==> src/rtl/instr_encoder.sv <==
// RV32I instruction word encoder: one registered output slot, addresses advance by 4 per emitted word,
// and illegal requests are flagged on err_pulse/err_sticky instead of being emitted.
module instr_encoder (
  input  logic        clk,
  input  logic        rst_n,
  input  logic        start,
  input  logic [31:0] base_addr,
  input  logic        in_valid,
  output logic        in_ready,
  input  logic [6:0]  in_opcode,
  input  logic [5:0]  in_alucode,
  input  logic [4:0]  in_rd,
  input  logic [4:0]  in_rs1,
  input  logic [4:0]  in_rs2,
  input  logic [31:0] in_imm,
  output logic        out_valid,
  input  logic        out_ready,
  output logic [31:0] out_instr,
  output logic [31:0] out_addr,
  output logic        err_pulse,
  output logic        err_sticky,
  output logic [15:0] instr_count
);
  localparam logic [6:0] OPC_LOAD = 7'b0000011, OPC_OPIMM = 7'b0010011, OPC_AUIPC = 7'b0010111,
                         OPC_STORE = 7'b0100011, OPC_OP = 7'b0110011, OPC_LUI = 7'b0110111,
                         OPC_BRANCH = 7'b1100011, OPC_JALR = 7'b1100111, OPC_JAL = 7'b1101111;

  localparam logic [5:0] ALU_ADD = 6'd0, ALU_SUB = 6'd1, ALU_SLL = 6'd2, ALU_SLT = 6'd3,
                         ALU_SLTU = 6'd4, ALU_XOR = 6'd5, ALU_SRL = 6'd6, ALU_SRA = 6'd7,
                         ALU_OR = 6'd8, ALU_AND = 6'd9,
                         ALU_LB = 6'd10, ALU_LH = 6'd11, ALU_LW = 6'd12, ALU_LBU = 6'd13, ALU_LHU = 6'd14,
                         ALU_SB = 6'd15, ALU_SH = 6'd16, ALU_SW = 6'd17,
                         ALU_BEQ = 6'd18, ALU_BNE = 6'd19, ALU_BLT = 6'd20, ALU_BGE = 6'd21,
                         ALU_BLTU = 6'd22, ALU_BGEU = 6'd23;

  logic        out_valid_q, out_valid_d;
  logic [31:0] out_instr_q, out_instr_d;
  logic [31:0] out_addr_q, out_addr_d;
  logic        err_pulse_q, err_pulse_d;
  logic        err_sticky_q, err_sticky_d;
  logic [15:0] count_q, count_d;

  logic signed [31:0] imm_s;
  logic        i_ok, sh_ok, b_ok, j_ok, u_ok;
  logic [2:0]  f3;
  logic        alu_arith, alu_ld, alu_st, alu_br, alu_shift;
  logic        enc_ok;
  logic [31:0] enc_word;
  logic        accept, emit;

  assign imm_s = in_imm;
  assign i_ok  = (imm_s >= -32'sd2048) && (imm_s <= 32'sd2047);
  assign sh_ok = (in_imm[31:5] == 27'd0);
  assign b_ok  = (imm_s >= -32'sd4096) && (imm_s <= 32'sd4094) && !in_imm[0];
  assign j_ok  = (imm_s >= -32'sd1048576) && (imm_s <= 32'sd1048574) && !in_imm[0];
  assign u_ok  = (in_imm[11:0] == 12'd0);

  // funct3 and the opcode class each ALU code belongs to
  always_comb begin
    f3 = 3'b000;
    alu_arith = 1'b0;
    alu_ld    = 1'b0;
    alu_st    = 1'b0;
    alu_br    = 1'b0;
    case (in_alucode)
      ALU_ADD, ALU_SUB: alu_arith = 1'b1;
      ALU_SLL:          begin alu_arith = 1'b1; f3 = 3'b001; end
      ALU_SLT:          begin alu_arith = 1'b1; f3 = 3'b010; end
      ALU_SLTU:         begin alu_arith = 1'b1; f3 = 3'b011; end
      ALU_XOR:          begin alu_arith = 1'b1; f3 = 3'b100; end
      ALU_SRL, ALU_SRA: begin alu_arith = 1'b1; f3 = 3'b101; end
      ALU_OR:           begin alu_arith = 1'b1; f3 = 3'b110; end
      ALU_AND:          begin alu_arith = 1'b1; f3 = 3'b111; end
      ALU_LB:           alu_ld = 1'b1;
      ALU_LH:           begin alu_ld = 1'b1; f3 = 3'b001; end
      ALU_LW:           begin alu_ld = 1'b1; f3 = 3'b010; end
      ALU_LBU:          begin alu_ld = 1'b1; f3 = 3'b100; end
      ALU_LHU:          begin alu_ld = 1'b1; f3 = 3'b101; end
      ALU_SB:           alu_st = 1'b1;
      ALU_SH:           begin alu_st = 1'b1; f3 = 3'b001; end
      ALU_SW:           begin alu_st = 1'b1; f3 = 3'b010; end
      ALU_BEQ:          alu_br = 1'b1;
      ALU_BNE:          begin alu_br = 1'b1; f3 = 3'b001; end
      ALU_BLT:          begin alu_br = 1'b1; f3 = 3'b100; end
      ALU_BGE:          begin alu_br = 1'b1; f3 = 3'b101; end
      ALU_BLTU:         begin alu_br = 1'b1; f3 = 3'b110; end
      ALU_BGEU:         begin alu_br = 1'b1; f3 = 3'b111; end
      default:          f3 = 3'b000;
    endcase
  end

  assign alu_shift = (in_alucode == ALU_SLL) || (in_alucode == ALU_SRL) || (in_alucode == ALU_SRA);

  // JAL, JALR, LUI and AUIPC carry no ALU selector, so in_alucode is not checked for them
  always_comb begin
    enc_ok   = 1'b0;
    enc_word = 32'd0;
    case (in_opcode)
      OPC_OP: begin
        enc_ok   = alu_arith;
        enc_word = {((in_alucode == ALU_SUB) || (in_alucode == ALU_SRA)) ? 7'b0100000 : 7'b0000000,
                    in_rs2, in_rs1, f3, in_rd, in_opcode};
      end
      OPC_OPIMM: begin
        if (alu_shift) begin
          enc_ok   = sh_ok;
          enc_word = {(in_alucode == ALU_SRA) ? 7'b0100000 : 7'b0000000,
                      in_imm[4:0], in_rs1, f3, in_rd, in_opcode};
        end else begin
          enc_ok   = alu_arith && (in_alucode != ALU_SUB) && i_ok;
          enc_word = {in_imm[11:0], in_rs1, f3, in_rd, in_opcode};
        end
      end
      OPC_LOAD: begin
        enc_ok   = alu_ld && i_ok;
        enc_word = {in_imm[11:0], in_rs1, f3, in_rd, in_opcode};
      end
      OPC_JALR: begin
        enc_ok   = i_ok;
        enc_word = {in_imm[11:0], in_rs1, 3'b000, in_rd, in_opcode};
      end
      OPC_STORE: begin
        enc_ok   = alu_st && i_ok;
        enc_word = {in_imm[11:5], in_rs2, in_rs1, f3, in_imm[4:0], in_opcode};
      end
      OPC_BRANCH: begin
        enc_ok   = alu_br && b_ok;
        enc_word = {in_imm[12], in_imm[10:5], in_rs2, in_rs1, f3, in_imm[4:1], in_imm[11], in_opcode};
      end
      OPC_JAL: begin
        enc_ok   = j_ok;
        enc_word = {in_imm[20], in_imm[10:1], in_imm[11], in_imm[19:12], in_rd, in_opcode};
      end
      OPC_LUI, OPC_AUIPC: begin
        enc_ok   = u_ok;
        enc_word = {in_imm[31:12], in_rd, in_opcode};
      end
      default: enc_ok = 1'b0;
    endcase
  end

  assign in_ready = !start && (!out_valid_q || out_ready);
  assign accept   = in_valid && in_ready;
  assign emit     = out_valid_q && out_ready;

  always_comb begin
    out_valid_d  = out_valid_q;
    out_instr_d  = out_instr_q;
    out_addr_d   = out_addr_q;
    err_pulse_d  = 1'b0;
    err_sticky_d = err_sticky_q;
    count_d      = count_q;
    if (start) begin
      out_valid_d  = 1'b0;
      out_addr_d   = base_addr & ~32'h3;
      err_sticky_d = 1'b0;
      count_d      = 16'd0;
    end else begin
      if (emit) begin
        out_valid_d = 1'b0;
        out_addr_d  = out_addr_q + 32'd4;
        if (count_q != 16'hFFFF) count_d = count_q + 16'd1;
      end
      if (accept) begin
        if (enc_ok) begin
          out_valid_d = 1'b1;
          out_instr_d = enc_word;
        end else begin
          err_pulse_d  = 1'b1;
          err_sticky_d = 1'b1;
        end
      end
    end
  end

  always_ff @(posedge clk or negedge rst_n) begin
    if (!rst_n) begin
      out_valid_q  <= 1'b0;
      out_instr_q  <= 32'd0;
      out_addr_q   <= 32'd0;
      err_pulse_q  <= 1'b0;
      err_sticky_q <= 1'b0;
      count_q      <= 16'd0;
    end else begin
      out_valid_q  <= out_valid_d;
      out_instr_q  <= out_instr_d;
      out_addr_q   <= out_addr_d;
      err_pulse_q  <= err_pulse_d;
      err_sticky_q <= err_sticky_d;
      count_q      <= count_d;
    end
  end

  assign out_valid   = out_valid_q;
  assign out_instr   = out_instr_q;
  assign out_addr    = out_addr_q;
  assign err_pulse   = err_pulse_q;
  assign err_sticky  = err_sticky_q;
  assign instr_count = count_q;
endmodule

==> config.mk <==
export PLATFORM = sky130hd
export DESIGN_NAME = instr_encoder
export DESIGN_NICKNAME = d
export VERILOG_FILES = /design/src/rtl/instr_encoder.sv
export SDC_FILE = /design/constraint.sdc
export NUM_CORES = 1
export LEC_CHECK = 0
export ABC_CLOCK_PERIOD_IN_PS = 1850
export CORE_AREA = 2 2 122 124
export CTS_CLUSTER_DIAMETER = 200
export DETAILED_ROUTE_END_ITERATION = 10
export DIE_AREA = 0 0 124 126
export PLACE_DENSITY = 0.67
export SYNTH_ARGS = -nofsm -noshare
export SYNTH_HDL_FRONTEND = slang
export SYNTH_SLANG_ARGS = --single-unit
==> constraint.sdc <==
create_clock -name clk -period 1.85 [get_ports clk]
set_input_delay 0.555 -clock clk [delete_from_list [all_inputs] [get_ports clk]]
set_output_delay 0.555 -clock clk [all_outputs]
set_load 0.01 [all_outputs]
==> metrics.txt <==
initial antenna violation count 0; synth top area cells dfrtp_1, nand2_1, xor2_1; Cell variety after synth 63; clk sink count 81; Crit. End Element flip-flop; Rows 44; P_leak 4.149 nW; Initial Util 0.3413; crit-path max cell delay 320 ps; CTS tree yes; Placed Instances 995; fin cells around 1,000; Max stage delay cell, worst path or3_1; Net Sw Frac 0.2659; Seq. cell area 2027 um2; post-route setup slack -458.6 ps; final-report hold violation count 0; leading area contributor after synthesis dfrtp_1; sequential fraction of the synthesis area 0.4149; GRT overflow 0; worst vdd ir 0.3748 mV; max capacitance violation total 0; first-pass GRT wire length 29,570 um; Clk pwr share 0.387; Worst-path clk slew 60 ps; CTS Buffer Depth 2; Hold WS roughly 100 ps; combinational power share 0.209; DIE HEIGHT 126 um; RSZ-0062 raised after global routing true; EDFF count, synth 0; die width 124 um; type of the worst setup path in2reg; Synth Register Bits 81; mapped cell area 4886 um2; Cell Chain, Critical Path buf_8 -> buf_6 -> buf_4 -> nor3b_2 -> a211oi_2 -> or3_1 -> a311o_1 -> a41oi_4 -> buf_12 -> buf_12 -> mux2i_4; antenna cells 0; Routed wire per std cell 18.56 um; TritonCTS Buffers 9; Layout Skew 4.754 ps; fin. max-slew vios 0; total design power 4.725 mW; Int Pwr 3.469 mW; power density over cell area approximately 550 nW/um2; fill count 1,251; Layout Cell Area excl Fill 8652 um2; H-tree depth 3; final setup fails 35; area fraction of the dominant cell type after synthesis 0.4149; footprint of the multi-input gates 3038 um2; detailed-route via count ~5,500; most used cell along the critical path buf_12; IO Port Bufs around 180; NetSw 1.257 mW; slew margin rel. 0.5092; WP data required 2110 ps; delay-heaviest family, CP buffers and inverters; most frequent cell after synthesis dfrtp_1; share of cells above drive strength 1 0.3329; Placed Area a little under 8000 um2; Worst Setup Start Kind input port; Reg power frac 0.404; Post-CTS Hold Buffers 0; Ys Warns 0; 1st-pass router iterations 5; aggregate global-route resource usage 0.2454; I/O pin total 181; status finished, violations left; synthesis-to-finish area growth 77.08%; minimum clock period 2309 ps; final wirelength 19,360 um; top post-synthesis cells by count dfrtp_1, nand2_1, nor2_1; vias in the first global route 5,701; CTS root buffer clkbuf_16; TNS Setup -13,230 ps; Final #Nets 954; Buf/Inv on CP 5; Worst-Margin Slew between 700 and 800 ps; worst hold path type in2async; die area 15,620 um2; Peak Freq 0.4332 GHz; post-route antenna net violation count 0; Mapped Cells roughly 540; largest net degree at the start of global routing 36; CP max FO 8; Avg Vias per Cell 5.309; Core Area 14,310 um2; Initial DRC Count ~250; HPWL after detailed placement 14,170 um; WP data arrival roughly 2600 ps; Tcrit/Tclk final 1.248; failing checks negative setup slack; Post-synth ARST share 1.000; Synth Flop Type dfrtp_1; clock latency on the worst-skew pair 340 ps; Mapped Avg Cell Area roughly 9.1 um2; DRC 0; RD Place Congestion 0.8967
logic make-up after synthesis:
group / count (synthesis) / synth area share
buffers and inverters: 51 / 0.04993
and+or+nand+nor: 222 / 0.2335
other: 1 / 0.0007675
xor gates and xnor gates: 44 / 0.07887
muxes: 15 / 0.03457
DFF: 81 / 0.4149
AOI/OAI and AO/OA: 123 / 0.1823
adders and majority gates: 2 / 0.005121
cells in the final DEF, fill, tap and decap left out, drive strengths merged, types with 19 or more instances in the layout:
cell type,n
a221oi,19
a2bb2oi,20
buf,180
clkbuf,27
clkdlybuf4s50,73
dfrtp,81
dlygate4sd2,47
nand2,65
nand3,19
nand4,24
nor2,40
o21ai,38
xor2,27
cell type report:
class,count,area share
inverter,17,0.007375
multi-input combinational,408,0.3511
timing repair buffer,338,0.3463
clock buffer,12,0.02965
sequential,81,0.2343
clock inverter,3,0.004628
tap,184,0.02661
worst paths after layout:
kind | startpoint | end | slack (ps) | depth (start not counted)
max | in_alucode[3] | out_instr[21]$_DFFE_PN0P_ | -460 | 11
min | rst_n | out_addr[29]$_DFFE_PN0N_ | 100 | 1
max reg2reg | out_valid$_DFF_PN0_ | out_addr[27]$_DFFE_PN0N_ | 30 | 8
min reg2reg | out_instr[0]$_DFFE_PN0P_ | out_instr[0]$_DFFE_PN0P_ | 500 | 1
max in group asynchronous | rst_n | out_instr[3]$_DFFE_PN0P_ | 1250 | 2
min in group clk | out_instr[0]$_DFFE_PN0P_ | out_instr[0]$_DFFE_PN0P_ | 500 | 1
routing by layer:
metal  global-route usage  vias up  share of wire
met5                    0        -              0
met4              0.08328        0          0.026
met3              0.05707       30          0.073
met2               0.4089      211           0.48
met1               0.3114     2683           0.42
li1                     -     2613              -
power groups by stage:
stage               combinational [mW]  clock [mW]  sequential, mW
finish                           0.985        1.83            1.91
global route                      1.06        1.94            1.92
CTS                              0.958        1.88            1.91
detailed placement               0.968           0            1.94
global placement                 0.963           0            1.94
floorplan                        0.270           0            1.98
flip-flops by register name, indices dropped and copies added, names as in the netlist:
name         flops
out_instr       32
instr_count     16
err_pulse        1
out_addr        30
out_valid        1
err_sticky       1
through the flow:
stage               utilization  setup WS, ps
finish                   0.6045        -458.6
global route             0.6045        -507.2
floorplan                     -        -645.7
global placement         0.5431         -1173
detailed placement       0.5431         -1212
CTS                      0.5851        -518.5
repair_timing:
item / 4_1_cts / 5_1_grt
resized for setup: 176 / 110
buffers inserted: 22 / 9
gates cloned: 3 / 0
pin swaps: 26 / 26
setup endpoints to repair: 102 / 59
(Power assumes the default switching activity.)
